--- config.mk ---
export PLATFORM = sky130hd
export DESIGN_NAME = uart_command_controller
export DESIGN_NICKNAME = d
export VERILOG_FILES = /design/src/rtl/uart_command_controller.sv
export SDC_FILE = /design/constraint.sdc
export NUM_CORES = 1
export LEC_CHECK = 0
export ABC_CLOCK_PERIOD_IN_PS = 4050
export CORE_UTILIZATION = 39
export DETAILED_ROUTE_END_ITERATION = 10
export GPL_TIMING_DRIVEN = 0
export PLACE_DENSITY = 0.64
export SETUP_SLACK_MARGIN = 0.2
export SLEW_MARGIN = 25
export SYNTH_ARGS = -nofsm -noshare
export SYNTH_HDL_FRONTEND = slang
export SYNTH_SLANG_ARGS = --single-unit
--- constraint.sdc ---
create_clock -name clk_i -period 4.05 [get_ports clk_i]
set_input_delay 1.215 -clock clk_i [delete_from_list [all_inputs] [get_ports clk_i]]
set_output_delay 1.215 -clock clk_i [all_outputs]
set_load 0.02 [all_outputs]
--- src/rtl/uart_command_controller.sv ---
`default_nettype none
// ============================================================================
// Module      : uart_command_controller
// Description : Parses framed commands (A5|CMD|LEN|PAYLOAD|CSUM) from the UART
//               receiver and drives joypads, a memory write port and NES reset.
// Revision    : 1.0 - initial release
// ============================================================================
module uart_command_controller #(
    parameter int ADDR_WIDTH     = 16,
    parameter int TIMEOUT_CYCLES = 1000000,
    parameter int RESET_CYCLES   = 64
) (
    input  logic                  clk_i,
    input  logic                  rst_n_i,
    input  logic [7:0]            rx_data_i,
    input  logic                  rx_valid_i,
    output logic                  rx_ready_o,
    output logic [7:0]            joypad1_o,
    output logic [7:0]            joypad2_o,
    output logic [ADDR_WIDTH-1:0] mem_addr_o,
    output logic [7:0]            mem_data_o,
    output logic                  mem_wr_o,
    input  logic                  mem_ready_i,
    output logic                  nes_rst_o,
    output logic                  frame_ok_o,
    output logic                  frame_err_o,
    output logic [7:0]            err_count_o
);

    localparam int         c_TO_W      = $clog2(TIMEOUT_CYCLES + 1);
    localparam int         c_RC_W      = $clog2(RESET_CYCLES + 1);
    localparam logic [7:0] c_SYNC      = 8'hA5;
    localparam logic [7:0] c_CMD_JOY   = 8'h01;
    localparam logic [7:0] c_CMD_MEM   = 8'h02;
    localparam logic [7:0] c_CMD_RESET = 8'h03;

    typedef enum logic [3:0] {
        S_HUNT, S_CMD, S_LEN, S_ADDR_HI, S_ADDR_LO,
        S_PAYLOAD, S_MEM_WAIT, S_CSUM, S_EXEC, S_RST_PULSE
    } state_t;

    state_t                state_q, state_d;
    logic [1:0]            rst_sync_q, rst_sync_d;
    logic [7:0]            cmd_q, cmd_d, len_q, len_d, rem_q, rem_d, csum_q, csum_d;
    logic [7:0]            addr_hi_q, addr_hi_d, shadow1_q, shadow1_d, shadow2_q, shadow2_d;
    logic [7:0]            joy1_q, joy1_d, joy2_q, joy2_d, mem_data_q, mem_data_d;
    logic [7:0]            err_count_q, err_count_d;
    logic [ADDR_WIDTH-1:0] addr_q, addr_d;
    logic                  mem_wr_q, mem_wr_d, nes_rst_q, nes_rst_d;
    logic                  ok_q, ok_d, err_q, err_d, rx_ready_q, rx_ready_d;
    logic [c_TO_W-1:0]     to_q, to_d;
    logic [c_RC_W-1:0]     rcnt_q, rcnt_d;
    logic                  w_rst_n, w_accept, w_legal, w_in_frame, w_fail;
    logic [7:0]            w_byte_idx;

    // Reset asserts asynchronously but is released on a clock edge.
    assign rst_sync_d = {rst_sync_q[0], 1'b1};
    always_ff @(posedge clk_i or negedge rst_n_i) begin
        if (!rst_n_i) rst_sync_q <= 2'b00;
        else          rst_sync_q <= rst_sync_d;
    end
    assign w_rst_n = rst_sync_q[1];

    always_comb begin
        state_d     = state_q;
        cmd_d       = cmd_q;
        len_d       = len_q;
        rem_d       = rem_q;
        csum_d      = csum_q;
        addr_hi_d   = addr_hi_q;
        addr_d      = addr_q;
        shadow1_d   = shadow1_q;
        shadow2_d   = shadow2_q;
        joy1_d      = joy1_q;
        joy2_d      = joy2_q;
        mem_data_d  = mem_data_q;
        mem_wr_d    = mem_wr_q;
        nes_rst_d   = nes_rst_q;
        err_count_d = err_count_q;
        rcnt_d      = rcnt_q;
        ok_d        = 1'b0;
        err_d       = 1'b0;
        w_fail      = 1'b0;
        w_accept    = rx_valid_i & rx_ready_q;
        w_byte_idx  = len_q - rem_q;
        w_legal     = ((cmd_q == c_CMD_JOY)   && (len_q == 8'd2)) ||
                      ((cmd_q == c_CMD_MEM)   && (len_q >= 8'd3)) ||
                      ((cmd_q == c_CMD_RESET) && (len_q == 8'd0));
        w_in_frame  = (state_q == S_CMD) || (state_q == S_LEN) || (state_q == S_ADDR_HI) ||
                      (state_q == S_ADDR_LO) || (state_q == S_PAYLOAD) || (state_q == S_CSUM);

        case (state_q)
            S_HUNT: if (w_accept && rx_data_i == c_SYNC) state_d = S_CMD;
            S_CMD: if (w_accept) begin
                cmd_d   = rx_data_i;
                csum_d  = rx_data_i;
                state_d = S_LEN;
            end
            S_LEN: if (w_accept) begin
                len_d  = rx_data_i;
                rem_d  = rx_data_i;
                csum_d = csum_q ^ rx_data_i;
                if (rx_data_i == 8'd0)      state_d = S_CSUM;
                else if (cmd_q == c_CMD_MEM) state_d = S_ADDR_HI;
                else                         state_d = S_PAYLOAD;
            end
            S_ADDR_HI: if (w_accept) begin
                addr_hi_d = rx_data_i;
                csum_d    = csum_q ^ rx_data_i;
                rem_d     = rem_q - 8'd1;
                state_d   = (rem_q == 8'd1) ? S_CSUM : S_ADDR_LO;
            end
            S_ADDR_LO: if (w_accept) begin
                addr_d  = ADDR_WIDTH'({addr_hi_q, rx_data_i});
                csum_d  = csum_q ^ rx_data_i;
                rem_d   = rem_q - 8'd1;
                state_d = (rem_q == 8'd1) ? S_CSUM : S_PAYLOAD;
            end
            S_PAYLOAD: if (w_accept) begin
                csum_d  = csum_q ^ rx_data_i;
                rem_d   = rem_q - 8'd1;
                state_d = (rem_q == 8'd1) ? S_CSUM : S_PAYLOAD;
                if (cmd_q == c_CMD_JOY) begin
                    if (w_byte_idx == 8'd0) shadow1_d = rx_data_i;
                    if (w_byte_idx == 8'd1) shadow2_d = rx_data_i;
                end else if (cmd_q == c_CMD_MEM) begin
                    mem_data_d = rx_data_i;
                    mem_wr_d   = 1'b1;
                    state_d    = S_MEM_WAIT;
                end
            end
            S_MEM_WAIT: if (mem_ready_i) begin
                mem_wr_d = 1'b0;
                addr_d   = addr_q + ADDR_WIDTH'(1);
                state_d  = (rem_q == 8'd0) ? S_CSUM : S_PAYLOAD;
            end
            S_CSUM: if (w_accept) begin
                if (rx_data_i == csum_q && w_legal) state_d = S_EXEC;
                else                                w_fail  = 1'b1;
            end
            S_EXEC: begin
                ok_d = 1'b1;
                if (cmd_q == c_CMD_JOY) begin
                    joy1_d = shadow1_q;
                    joy2_d = shadow2_q;
                end
                if (cmd_q == c_CMD_RESET) begin
                    state_d   = S_RST_PULSE;
                    nes_rst_d = 1'b1;
                    rcnt_d    = '0;
                end else begin
                    state_d = S_HUNT;
                end
            end
            S_RST_PULSE: begin
                if (rcnt_q == c_RC_W'(RESET_CYCLES - 1)) begin
                    nes_rst_d = 1'b0;
                    state_d   = S_HUNT;
                end else begin
                    rcnt_d = rcnt_q + c_RC_W'(1);
                end
            end
            default: state_d = S_HUNT;
        endcase

        // Inter-byte timeout only runs while a frame is waiting for input.
        if (w_in_frame && !w_accept) begin
            if (to_q == c_TO_W'(TIMEOUT_CYCLES - 1)) begin
                w_fail = 1'b1;
                to_d   = '0;
            end else begin
                to_d = to_q + c_TO_W'(1);
            end
        end else begin
            to_d = '0;
        end

        if (w_fail) begin
            err_d   = 1'b1;
            state_d = S_HUNT;
            if (err_count_q != 8'hFF) err_count_d = err_count_q + 8'd1;
        end

        rx_ready_d = (state_d != S_MEM_WAIT) && (state_d != S_EXEC) && (state_d != S_RST_PULSE);
    end

    always_ff @(posedge clk_i or negedge w_rst_n) begin
        if (!w_rst_n) begin
            state_q     <= S_HUNT;
            cmd_q       <= '0;
            len_q       <= '0;
            rem_q       <= '0;
            csum_q      <= '0;
            addr_hi_q   <= '0;
            addr_q      <= '0;
            shadow1_q   <= '0;
            shadow2_q   <= '0;
            joy1_q      <= '0;
            joy2_q      <= '0;
            mem_data_q  <= '0;
            mem_wr_q    <= 1'b0;
            nes_rst_q   <= 1'b0;
            err_count_q <= '0;
            rcnt_q      <= '0;
            to_q        <= '0;
            ok_q        <= 1'b0;
            err_q       <= 1'b0;
            rx_ready_q  <= 1'b1;
        end else begin
            state_q     <= state_d;
            cmd_q       <= cmd_d;
            len_q       <= len_d;
            rem_q       <= rem_d;
            csum_q      <= csum_d;
            addr_hi_q   <= addr_hi_d;
            addr_q      <= addr_d;
            shadow1_q   <= shadow1_d;
            shadow2_q   <= shadow2_d;
            joy1_q      <= joy1_d;
            joy2_q      <= joy2_d;
            mem_data_q  <= mem_data_d;
            mem_wr_q    <= mem_wr_d;
            nes_rst_q   <= nes_rst_d;
            err_count_q <= err_count_d;
            rcnt_q      <= rcnt_d;
            to_q        <= to_d;
            ok_q        <= ok_d;
            err_q       <= err_d;
            rx_ready_q  <= rx_ready_d;
        end
    end

    assign rx_ready_o  = rx_ready_q;
    assign joypad1_o   = joy1_q;
    assign joypad2_o   = joy2_q;
    assign mem_addr_o  = addr_q;
    assign mem_data_o  = mem_data_q;
    assign mem_wr_o    = mem_wr_q;
    assign nes_rst_o   = nes_rst_q;
    assign frame_ok_o  = ok_q;
    assign frame_err_o = err_q;
    assign err_count_o = err_count_q;

endmodule
`default_nettype wire
==> results.txt, run 1 <==
At the end of the flow the core is filled with cells to 48.8%. During I/O placement, the number of pins put on the boundary was 65. The logs give 0 ps for the aggregate negative setup slack and 5,259 for the via count of the first global-routing pass.

The global routing usage summed across all routing layers came out at 19.5%. The arrival time at the worst endpoint came out at 3700 ps. The core area was 18,000 µm²; the pin count of the biggest net entering global routing was 50.

TritonCTS built the clock tree. Iteration count of the initial detailed-routing pass: 5. HPWL after detailed placement: 11,900 µm.

The tools report the number of levels in the clock H-tree as 4. For this design the total switching power over the nets is 2170 µW. In the final layout, the share of cells above drive strength 1 is 14.0%.

The TritonCTS buffer count is 17, and the async set or reset register ratio after synthesis is 100%. The tree is rooted in a clkbuf_16. Derived from the worst setup path, the maximum achievable clock frequency is 298 MHz.

The routability congestion estimate from global placement was 0.862; the area added between synthesis and finish was 22.6%. In this run, the combinational gates consume 35.3% of the power. For this design the ratio of total power to cell area is 653 nW/µm².

Once the floorplan was initialized, standard cells occupied 39.8% of the core. In this run the vertical extent of the chip is 137 µm. In this run the tool buffered the top-level ports with 64 buffer cells. The first-pass GRT wire length is 28,000 µm, and the number of rows created at floorplan is 49. Net switching is 37.8% of the power. The flow ran to the end, and the final reports show no timing, DRC or antenna violations. The average vias per placed instance came out at 5.51.

The tools report the element type at the critical path start as an input pin. The most used flip-flop cell after synthesis is dfrtp_1. The critical path is of the input pin to flip-flop type. Setup violations remaining at the end of the flow were counted as 0.

Critical path data required time: 4400 ps. The total internal power came out at 3560 µW. The latest clock arrival within the worst-skew pair was 430 ps. Part of the cycle the worst path needs: 82.9%. The total overflow left after global routing is 0. The number of gates resized after cts is 0. The routed design has 17,400 µm of wire.

The synthesized design contains 0 enable-type register cells. The logs give 7150 µm² for the summed instance area of the synthesized netlist and 999 for the number of cells in the design after placement. Across the routed clock network, the largest skew measured is 6.94 ps. The mean instance size in the synthesized netlist was 10.2 µm²; the width of the die was 137 µm. For the portion of total power attributed to sequential cells, the log shows 36.8%.

After the first detailed-routing iteration, the DRC count stood at 473. In the final routed layout, each cell accounts on average for 16.9 µm. The antenna violation net count after detailed routing is 0. VDD sags by at most 446 µV.

Summing the sequential cell areas from Yosys gives 49.7% of the chip area. The gate count after technology mapping came out at 703. Final routed DRC violation total: 0. The run gives 0 as the number of hold violations in the final report. The total number of yosys warnings came out at 0.

The synthesized net count was 729; the hold buffer count at CTS was 0. For the maximum count of clock buffers along a single path, the log shows 2. The register bit count reported by yosys was 142. Max-cap violations in this run came to 0. 0 antenna diodes ended up in the layout. The final standard cell count with taps included and fillers excluded is 1,031, and the transition time at the pin with the least slew margin is 903 ps. The number of pins with negative max-slew slack in the final report is 0.

In this run the tightest slew margin relative to its limit is 39.0%. The final net count is 815, and the total setup buffers inserted after CTS is 0. Of all nets on the critical path, the largest fanout is 10.

Setup repair after global routing left no endpoint under its margin. Clock-pin slew was measured on the worst setup and hold paths at 60 ps. The logs give 142 for the clock net sink count and 1,659 for the final-layout fill cell count.

The post-synthesis cell type count is 66. In this run the static leakage power is 0.00383 µW. The shortest clock period the worst path allows after layout is 3360 ps, and the number of antenna violations at the first check in global routing is 0. The min-delay analysis places its worst path in the category flip-flop to asynchronous set/reset pin. The sort of element at the end of the critical path is a flip-flop. The total number of vias was 5,676. The die covers 18,900 µm².

The clock network burns 27.9% of the power.
-- state kept, by name, summed over array words and instances (netlist names), 2 cells and up --
| signal | cells |
|---|---|
| joypad2_o | 8 |
| len_q | 8 |
| shadow2_q | 8 |
| rcnt_q | 7 |
| state_q | 4 |
| rem_q | 8 |
| rst_sync_q | 2 |
| to_q | 20 |
| cmd_q | 8 |
| addr_hi_q | 8 |
| csum_q | 8 |
| mem_addr_o | 16 |
| err_count_o | 8 |
| shadow1_q | 8 |
| joypad1_o | 8 |
| mem_data_o | 8 |
-- per-layer routing --
metal / track usage (%) / up-vias / share of wire (%)
met1: 28.6 / 2784 / 50
met5: 0 / - / 0
met3: 4.93 / 21 / 5.1
met2: 27.9 / 159 / 44
li1: - / 2712 / -
met4: 6.04 / 0 / 1.7
-- worst paths after layout --
kind | startpoint | endpoint | slack [ps] | depth (start not counted)
min | rst_sync_q[1] | joypad1_o[4] | 200 | 0
max in group asynchronous | rst_n_i | rst_sync_q[1] | 2970 | 1
min reg2reg | rst_sync_q[1] | joypad1_o[4] | 200 | 0
max | rx_data_i[6] | rx_ready_o | 690 | 8
max reg2reg | rem_q[0] | shadow1_q[0] | 1160 | 8
min in group clk_i | rst_sync_q[0] | rst_sync_q[1] | 360 | 0
-- power groups by stage --
stage / Combinational, µW / Clock, µW / Sequential (µW)
after detailed placement: 2000 / 0 / 2120
after CTS: 2000 / 1630 / 2100
after global placement: 1940 / 0 / 2140
after global routing: 2250 / 1690 / 2160
after floorplan: 1300 / 0 / 2170
final: 2020 / 1600 / 2110
-- final cells by class --
type,instances,area [µm²],share of cell area (%)
inverter,20,75.1,0.857
multi-input combinational,509,3400,38.8
sequential,142,3560,40.6
timing repair buffer,67,716,8.17
clock inverter,13,155,1.77
tap,229,287,3.27
clock buffer,19,443,5.05
buffer,32,133,1.51
-- cell usage in the layout (no fill, tap or decap), types with 10 or more instances in the layout --
master,n
mux2_2,57
xor2_1,21
clkdlybuf4s50_1,64
a21oi_1,56
ha_1,13
nand3_1,32
nand4_1,21
xnor2_1,15
clkbuf_1,28
nand2_1,70
o21ai_0,31
dfrtp_1,140
nor2_1,58
clkbuf_16,17
a311oi_1,10
inv_1,20
and3_1,11
-- critical path, cell delays in order --
cell             delay (ps)
clkdlybuf4s50_1         470
clkbuf_1                380
nor4_1                  470
a21oi_1                 120
or4b_2                  610
nand3_1                 110
a211oi_1                 80
a31oi_1                 240
-- Yosys cell counts (4+ instances only) --
cell / instances / area share, %
nand2b_1: 7 / 0.61
a311oi_1: 10 / 1.2
buf_2: 4 / 0.28
and4_1: 4 / 0.49
or3_1: 5 / 0.44
inv_1: 20 / 1.0
nand4_1: 21 / 1.8
mux2_2: 57 / 9.0
a21oi_1: 56 / 3.9
dfrtp_1: 141 / 49
nand3_1: 32 / 2.2
nor3_1: 8 / 0.56
nor2_1: 58 / 3.0
o21a_1: 5 / 0.52
nand2_1: 70 / 3.7
o21ai_0: 31 / 2.2
xnor2_1: 15 / 1.8
o22ai_1: 8 / 0.70
ha_1: 13 / 2.3
clkbuf_1: 27 / 1.4
a32oi_1: 4 / 0.49
nor2b_1: 5 / 0.44
and3_1: 11 / 0.96
xor2_1: 21 / 2.6
nor4_1: 8 / 0.70
-- cell families (layout without fill, tap and decap cells) --
kind of cell	after synthesis	after routing	synth area share [%]
other	1	1	0.0524
AO/OA/AOI/OAI	145	145	12.9
adder cells (fa/ha/maj)	14	14	2.55
flip-flops	142	142	49.7
XOR/XNOR	36	36	4.41
multiplexers	61	61	9.64
AND/OR/NAND/NOR	252	252	17.8
buffers and inverters	52	151	2.90
-- through the flow --
stage	hold slack [ps]	power, µW	worst slack (ps)	area (µm²)
2_1_floorplan	331	3470	1250	7150
3_3_place_gp	335	4070	280	8080
3_5_place_dp	199	4120	288	8160
6_report	196	5730	692	8760
5_1_grt	218	6100	563	8760
4_1_cts	207	5730	730	8760
Note: power is estimated with default switching activity, not from simulation.
==> run 2, diff against run 1 <==
ABC_CLOCK_PERIOD_IN_PS = 2750   (was 4050)
clock period = 2.75 ns   (was 4.05 ns; I/O delays follow)
==> run 2 against run 1 <==
Global-route usage rose by 0.16 points. Combinational power rose by 59%. Sequential share of layout area fell by 1.1 points. Clock-buffer cell count did not move. Final cell count rose by 1.2%. Critical path depth fell by 1. Flip-flop and latch count did not move. Total power rose by 52%. Register-to-register slack got worse by 900 ps. Non-clock buffer count rose by 12. Die area did not move. Critical endpoint is now err_count_o[4]. Largest cell class unchanged.
==> results.txt, run 2 (synthesized netlist as in run 1, its figures left out) <==
The type of the tightest min-delay check was flip-flop to asynchronous set/reset pin. The final routed DRC violation total is 0 (unchanged), and the clock net sink count is 142 (unchanged). The hold buffer count at CTS was 0 (unchanged). Number of pins with negative max-slew slack in the final report: 0 (unchanged).

The diode insertion count for antenna repair came out at 0 (unchanged). The tools report the number of antenna violations at the first check in global routing as 0 (unchanged). The worst setup path is captured at a flip-flop.

The die height is 137 µm (unchanged). The run finished with clean final reports. The run gives 3500 µm² (+3.1%) as the area used by multi-input combinational logic.

The clock-pin slew reported for the worst setup and hold paths after clock tree synthesis was 60 ps (about the same); the flip-flop count of the largest register, all copies and words added was 20 (unchanged). The tools report the aggregate negative setup slack as 0 ps (unchanged). The run gives 40.1% (+1.1 points) as the relative max-transition margin. The arrival time at the worst endpoint was 2800 ps (-900 ps); the final net count was 827 (+1.5%). The run gives 65 (unchanged) as the number of top-level pins. The total die area came out at 18,900 µm² (unchanged). The logs give 1,641 (-1.1%) for the final-layout fill cell count and 0 (unchanged) for the number of hold violations in the final report. The critical path data required time is 3070 ps (-1330 ps), and the total leakage power is 0.00396 µW (+3.4%).

The average vias per placed instance came out at 5.52 (+0.29%). In the finished design, the share of the clock period the worst path needs comes to 90.4%. For the number of failing setup endpoints in the final timing report, the log shows 0 (unchanged). The DRC violation total after the first TritonRoute iteration was 391 (-17%). Leaving out fill and tap cells, the most frequent cells in the layout are dfrtp_1 (140), nand2_1 (70), clkdlybuf4s50_1 (62). The TritonCTS buffer count came out at 17 (unchanged).

The setup slack after layout was 263 ps (-428 ps). For the sequential cell area, the log shows 3560 µm² (unchanged). The number of buffers added on ports is 64 (unchanged). The width of the die is 137 µm (unchanged). The antenna violation net count after detailed routing was 0 (unchanged); the power per standard cell area was 964 nW/µm² (+48%). The tools report the final setup skew as 7.50 ps (+0.566 ps). The first-pass GRT wire length is 28,200 µm (+0.79%).

The run gives 430 ps (about the same) as the latest clock arrival within the worst-skew pair. Most common cell after layout, fill and taps aside: dfrtp_1. The transition time at the pin with the least slew margin was 891 ps (-12.4 ps). The tools report the core area as 18,000 µm² (unchanged).

The type of the setup path with the least slack was flip-flop to flip-flop. Routed wire length per instance: 17.0 µm (+0.69%). The register with the highest flop count is to_q. For the total number of vias, the log shows 5,759 (+1.5%).

The number of maximum-capacitance violations is 0 (unchanged), and the achievable clock frequency is 402 MHz. The worst voltage drop across the vdd grid came out at 659 µV (+48%). The global routing usage summed across all routing layers came out at 19.7% (+0.16 points).

Setup repair after global routing could not meet its margin everywhere. The iteration count of the initial detailed-routing pass is 5 (unchanged), and the initial standard-cell utilization of the core is 39.8% (unchanged). The detailed-route wire length was 17,800 µm (+1.9%).

The area added between synthesis and finish works out to 25.9%. TritonCTS built the clock tree. The largest fanout of any net on the critical path is 2 (-8), and the pin count of the biggest net entering global routing is 50 (unchanged).

The element type at the critical path start was a flip-flop. The run gives 49 (unchanged) as the number of rows created at floorplan. The via count of the first global-routing pass was 5,309 (+0.95%); the reg-to-reg setup timing slack was 260 ps (-900 ps). The pre-CTS setup slack came out at -622 ps (-910 ps). The remaining global-route overflow was 0 (unchanged). The tree is rooted in a clkbuf_16.

The tools report the HPWL after detailed placement as 11,900 µm (unchanged). The share of post-route cells with drive strength above 1 came out at 18.6% (+4.6 points). The routed design could run at a clock period as short as 2490 ps. The logs give 0.862 (unchanged) for the routability congestion estimate from global placement and 8680 µW (+52%) for the total power. The tools report the maximum count of clock buffers along a single path as 2 (unchanged). The run gives 4 (unchanged) as the number of levels in the clock H-tree.
run 2: area by class of cell:
type | instances | share of cell area, %
clock inverter | 13 | 1.72
clock buffer | 19 | 4.92
sequential | 142 | 39.5
tap | 229 | 3.18
timing repair buffer | 79 | 9.01
buffer | 32 | 1.90
inverter | 20 | 0.834
multi-input combinational | 509 | 38.9
run 2: critical path, stage by stage, from the launching register on:
cell	delay (ps)
dfrtp_1	380
buf_4	140
or4b_4	560
nor4_4	230
a311oi_2	110
or4_4	580
a211o_1	270
o31a_1	100
run 2: final timing paths:
kind	startpoint	to	cells after the start
worst max-delay path	len_q[0]	err_count_o[4]	7
worst min-delay path	rst_sync_q[1]	joypad1_o[4]	0
worst max register to register	len_q[0]	err_count_o[4]	7
worst min register to register	rst_sync_q[1]	joypad1_o[4]	0
max in group asynchronous	rst_sync_q[1]	err_count_o[2]	2
min in group clk_i	rst_sync_q[0]	rst_sync_q[1]	0
run 2: routing by layer:
metal / part of all wire, % / vias up / global-route usage [%]
li1: - / 2746 / -
met1: 49 / 2841 / 28.6
met2: 44 / 151 / 28.4
met3: 4.4 / 21 / 4.75
met4: 2.0 / 0 / 6.59
met5: 0 / - / 0
run 2: report_power, final:
| group | internal, µW | switching [µW] |
|---|---|---|
| sequential | 2580 | 534 |
| clock | 1380 | 978 |
| combinational | 1410 | 1800 |
| total | 5370 | 3310 |
run 2: repair_timing:
item | 4_1_cts | 5_1_grt
endpoints found under the setup margin | 71 | 58
pin swaps | 5 | 7
gates resized for setup | 21 | 29
buffers inserted | 5 | 7
run 2: metrics by stage:
stage | area, µm² | cells | hold slack [ps] | util [%]
2_1_floorplan | 7150 | 703 | 331 | -
3_3_place_gp | 8080 | 996 | 335 | 45.0
3_5_place_dp | 8160 | 999 | 199 | 45.4
4_1_cts | 8870 | 1036 | 207 | 49.4
5_1_grt | 9000 | 1043 | 218 | 50.1
6_report | 9000 | 1043 | 195 | 50.1
==> run 3, diff against run 2 <==
PLACE_DENSITY = 0.66   (was 0.64)
==> run 3 against run 2 <==
Clock-buffer cell count shrank 1. Setup slack worse by 31 ps. Non-clock buffer count up 1. Via count grew 0.59%. Clock skew rose by 6.0 ps. Critical path type unchanged. Largest power group unchanged. Highest routed layer unchanged.
==> results.txt, run 3 (synthesized netlist as in run 1, its figures left out) <==
The area added between synthesis and finish works out to 25.4%. The worst setup path is of the flip-flop to flip-flop kind. The relative max-transition margin was 30.5% (-9.6 points). The root buffer cell was clkbuf_16. The routed wire length per instance is 17.2 µm (+0.75%), and the diode insertion count for antenna repair is 0 (unchanged).

The clock-pin slew reported for the worst setup and hold paths after clock tree synthesis is 70 ps (about the same), and the share of post-route cells with drive strength above 1 is 18.7% (+0.10 points). The pin count of the biggest net entering global routing is 54 (+8.0%). Final setup skew: 13.5 ps (+5.97 ps).

Number of antenna violations at the first check in global routing: 0 (unchanged). More flip-flops sit in one register than any other, and that register is to_q. The cell with the biggest individual delay on the critical path is dfrtp_2. The achievable clock frequency came out at 397 MHz (-1.2%). The core area is 18,000 µm² (unchanged), and the global routing usage summed across all routing layers is 19.8% (+0.14 points). The run gives 828 (+0.12%) as the final net count.

The post-route cell area was 8970 µm² (-0.39%). The shortest clock period the worst path allows after layout was 2520 ps (+31.1 ps). The tools report the routability congestion estimate from global placement as 0.875 (+1.5%). Utilization after layout: 49.9% (-0.19 points). The width of the die was 137 µm (unchanged). The run gives 4 (unchanged) as the number of levels in the clock H-tree. The logs give 0 (unchanged) for the number of maximum-capacitance violations and 230 ps (-30 ps) for the reg-to-reg setup timing slack. The logs give 39.8% (unchanged) for the initial standard-cell utilization of the core and 2840 ps (+40 ps) for the arrival time at the worst endpoint. The tools report the total leakage power as 0.00395 µW (-0.37%). The run finished with clean final reports. The sequential cell area was 3560 µm² (about the same). The capture point of the worst reg-to-reg path is shadow2_q[2]. The tools report the latest clock arrival within the worst-skew pair as 430 ps (about the same). The critical path goes through ha_4, fa_2, nand2b_4, a21oi_4, nor3_1, o311a_1, and4b_1, buf_6, mux2_2. The depth of the worst register-to-register path is 9 (+2). Part of the cycle the worst path needs: 91.6% (+1.1 points).

The run gives 142 (unchanged) as the clock net sink count. The kind of cell adding the most delay to the critical path was adder cells. The highest cell delay on the worst timing path is 450 ps (-130 ps). The tools report the final routed DRC violation total as 0 (unchanged). The number of buffers added on ports works out to 64 (unchanged). The worst setup path is launched from a flip-flop. The run gives 18,900 µm² (unchanged) as the total die area. The TritonCTS buffer count is 17 (unchanged), and the number of hold violations in the final report is 0 (unchanged).

The tools report the worst voltage drop across the vdd grid as 776 µV (+18%). The startpoint identified for the worst register-to-register timing path is rem_q[0]. The number of pins with negative max-slew slack in the final report is 0 (unchanged). The number of top-level pins was 65 (unchanged). The tools report the first-pass GRT wire length as 28,700 µm (+1.9%).

The remaining global-route overflow was 0 (unchanged); the instance area after placement was 8160 µm² (unchanged). The tools report the sort of element at the end of the critical path as a flip-flop. The path class of the tightest hold or removal check is flip-flop to asynchronous set/reset pin.

The logs give 1,648 (+0.43%) for the final-layout fill cell count and 471 (+20%) for the DRC violation total after the first TritonRoute iteration. The area used by multi-input combinational logic came out at 3500 µm² (-0.14%). Setup repair after global routing could not meet its margin everywhere. The tools report the number of rows created at floorplan as 49 (unchanged). Iteration count of the initial detailed-routing pass: 6 (+1). Critical path data required time: 3070 ps (about the same).

The transition time at the pin with the least slew margin is 1030 ps (+144 ps), and the largest fanout of any net on the critical path is 8 (+6). The die height came out at 137 µm (unchanged). Via count of the first global-routing pass: 5,454 (+2.7%). Most common cell after layout, fill and taps aside: dfrtp_1. TritonCTS built the clock tree. The average vias per placed instance works out to 5.55 (+0.49%).

The power per standard cell area was 949 nW/µm² (-1.6%). The tools report the hold buffer count at CTS as 0 (unchanged). In the layout the commonest cells are dfrtp_1 (139), nand2_1 (70), clkdlybuf4s50_1 (61). The HPWL after detailed placement is 12,200 µm (+3.2%), and the flip-flop count of the largest register, all copies and words added is 20 (unchanged). The run gives 17,900 µm (+0.84%) as the detailed-route wire length. The count of buffering cells on the critical path with inverters included was 1 (unchanged). For the antenna violation net count after detailed routing, the log shows 0 (unchanged).

The total number of vias was 5,793 (+0.59%); the maximum count of clock buffers along a single path was 2 (unchanged). The number of failing setup endpoints in the final timing report is 0 (unchanged).
## run 3: how the worst max path moves through the flow
stage                      start           end  slack, ps  cells after the start
global placement    rx_data_i[6]    rx_ready_o       -620                      8
CTS                 rx_data_i[6]    rx_ready_o        140                      8
finish                  rem_q[0]  shadow2_q[2]        230                      9
global route            rem_q[0]  shadow2_q[7]        160                      9
detailed placement  rx_data_i[6]    rx_ready_o       -600                      8
floorplan               rem_q[0]  shadow2_q[0]        250                      9
## run 3: area by class of cell
| cell class | instances | area share, % |
|---|---|---|
| multi-input cells | 509 | 39.0 |
| inverters | 20 | 0.837 |
| plain buffers | 32 | 1.87 |
| repair buffers | 80 | 9.25 |
| clock inverters | 14 | 1.37 |
| well taps | 229 | 3.20 |
| clock buffers | 18 | 4.79 |
| flip-flops and latches | 142 | 39.7 |
## run 3: where the power goes
part           total, µW  internal, µW  leakage [µW]  switching (µW)
logic               3210          1420       0.00183            1790
registers           3110          2580       0.00186             537
clock network       2180          1180      0.000259            1000
## run 3: through the flow
| stage | TNS [ps] | std cells | setup slack, ps | hold slack (ps) | total power (µW) |
|---|---|---|---|---|---|
| finish | 0 | 1044 | 232 | 166 | 8510 |
| global route | 0 | 1044 | 162 | 180 | 9030 |
| CTS | 0 | 1035 | 144 | 172 | 8410 |
| detailed placement | -31860 | 999 | -596 | 166 | 6080 |
| global placement | -106920 | 996 | -618 | 335 | 5990 |
| floorplan | 0 | 703 | 248 | 331 | 5110 |
## run 3: per-layer routing
layer / share of wire [%] / wire [µm] / track usage (%) / vias up
li1: - / - / - / 2750
met3: 5.3 / 951 / 4.53 / 25
met4: 1.7 / 311 / 5.86 / 0
met1: 48 / 8670 / 28.0 / 2846
met5: 0 / 0 / 0 / -
met2: 45 / 7990 / 30.1 / 172
## run 3: worst register-to-register path, cell delays in order, from the launching register on
cell	delay, ps
dfrtp_2	450
ha_4	180
fa_2	380
nand2b_4	170
a21oi_4	170
nor3_1	60
o311a_1	360
and4b_1	230
buf_6	140
mux2_2	270
## run 3: repair_timing
action                                  4_1_cts  5_1_grt
pin swaps                                     5        3
gates cloned                                  0        0
setup buffers                                 4        9
gates resized for setup                      23       27
endpoints found under the setup margin       73       61
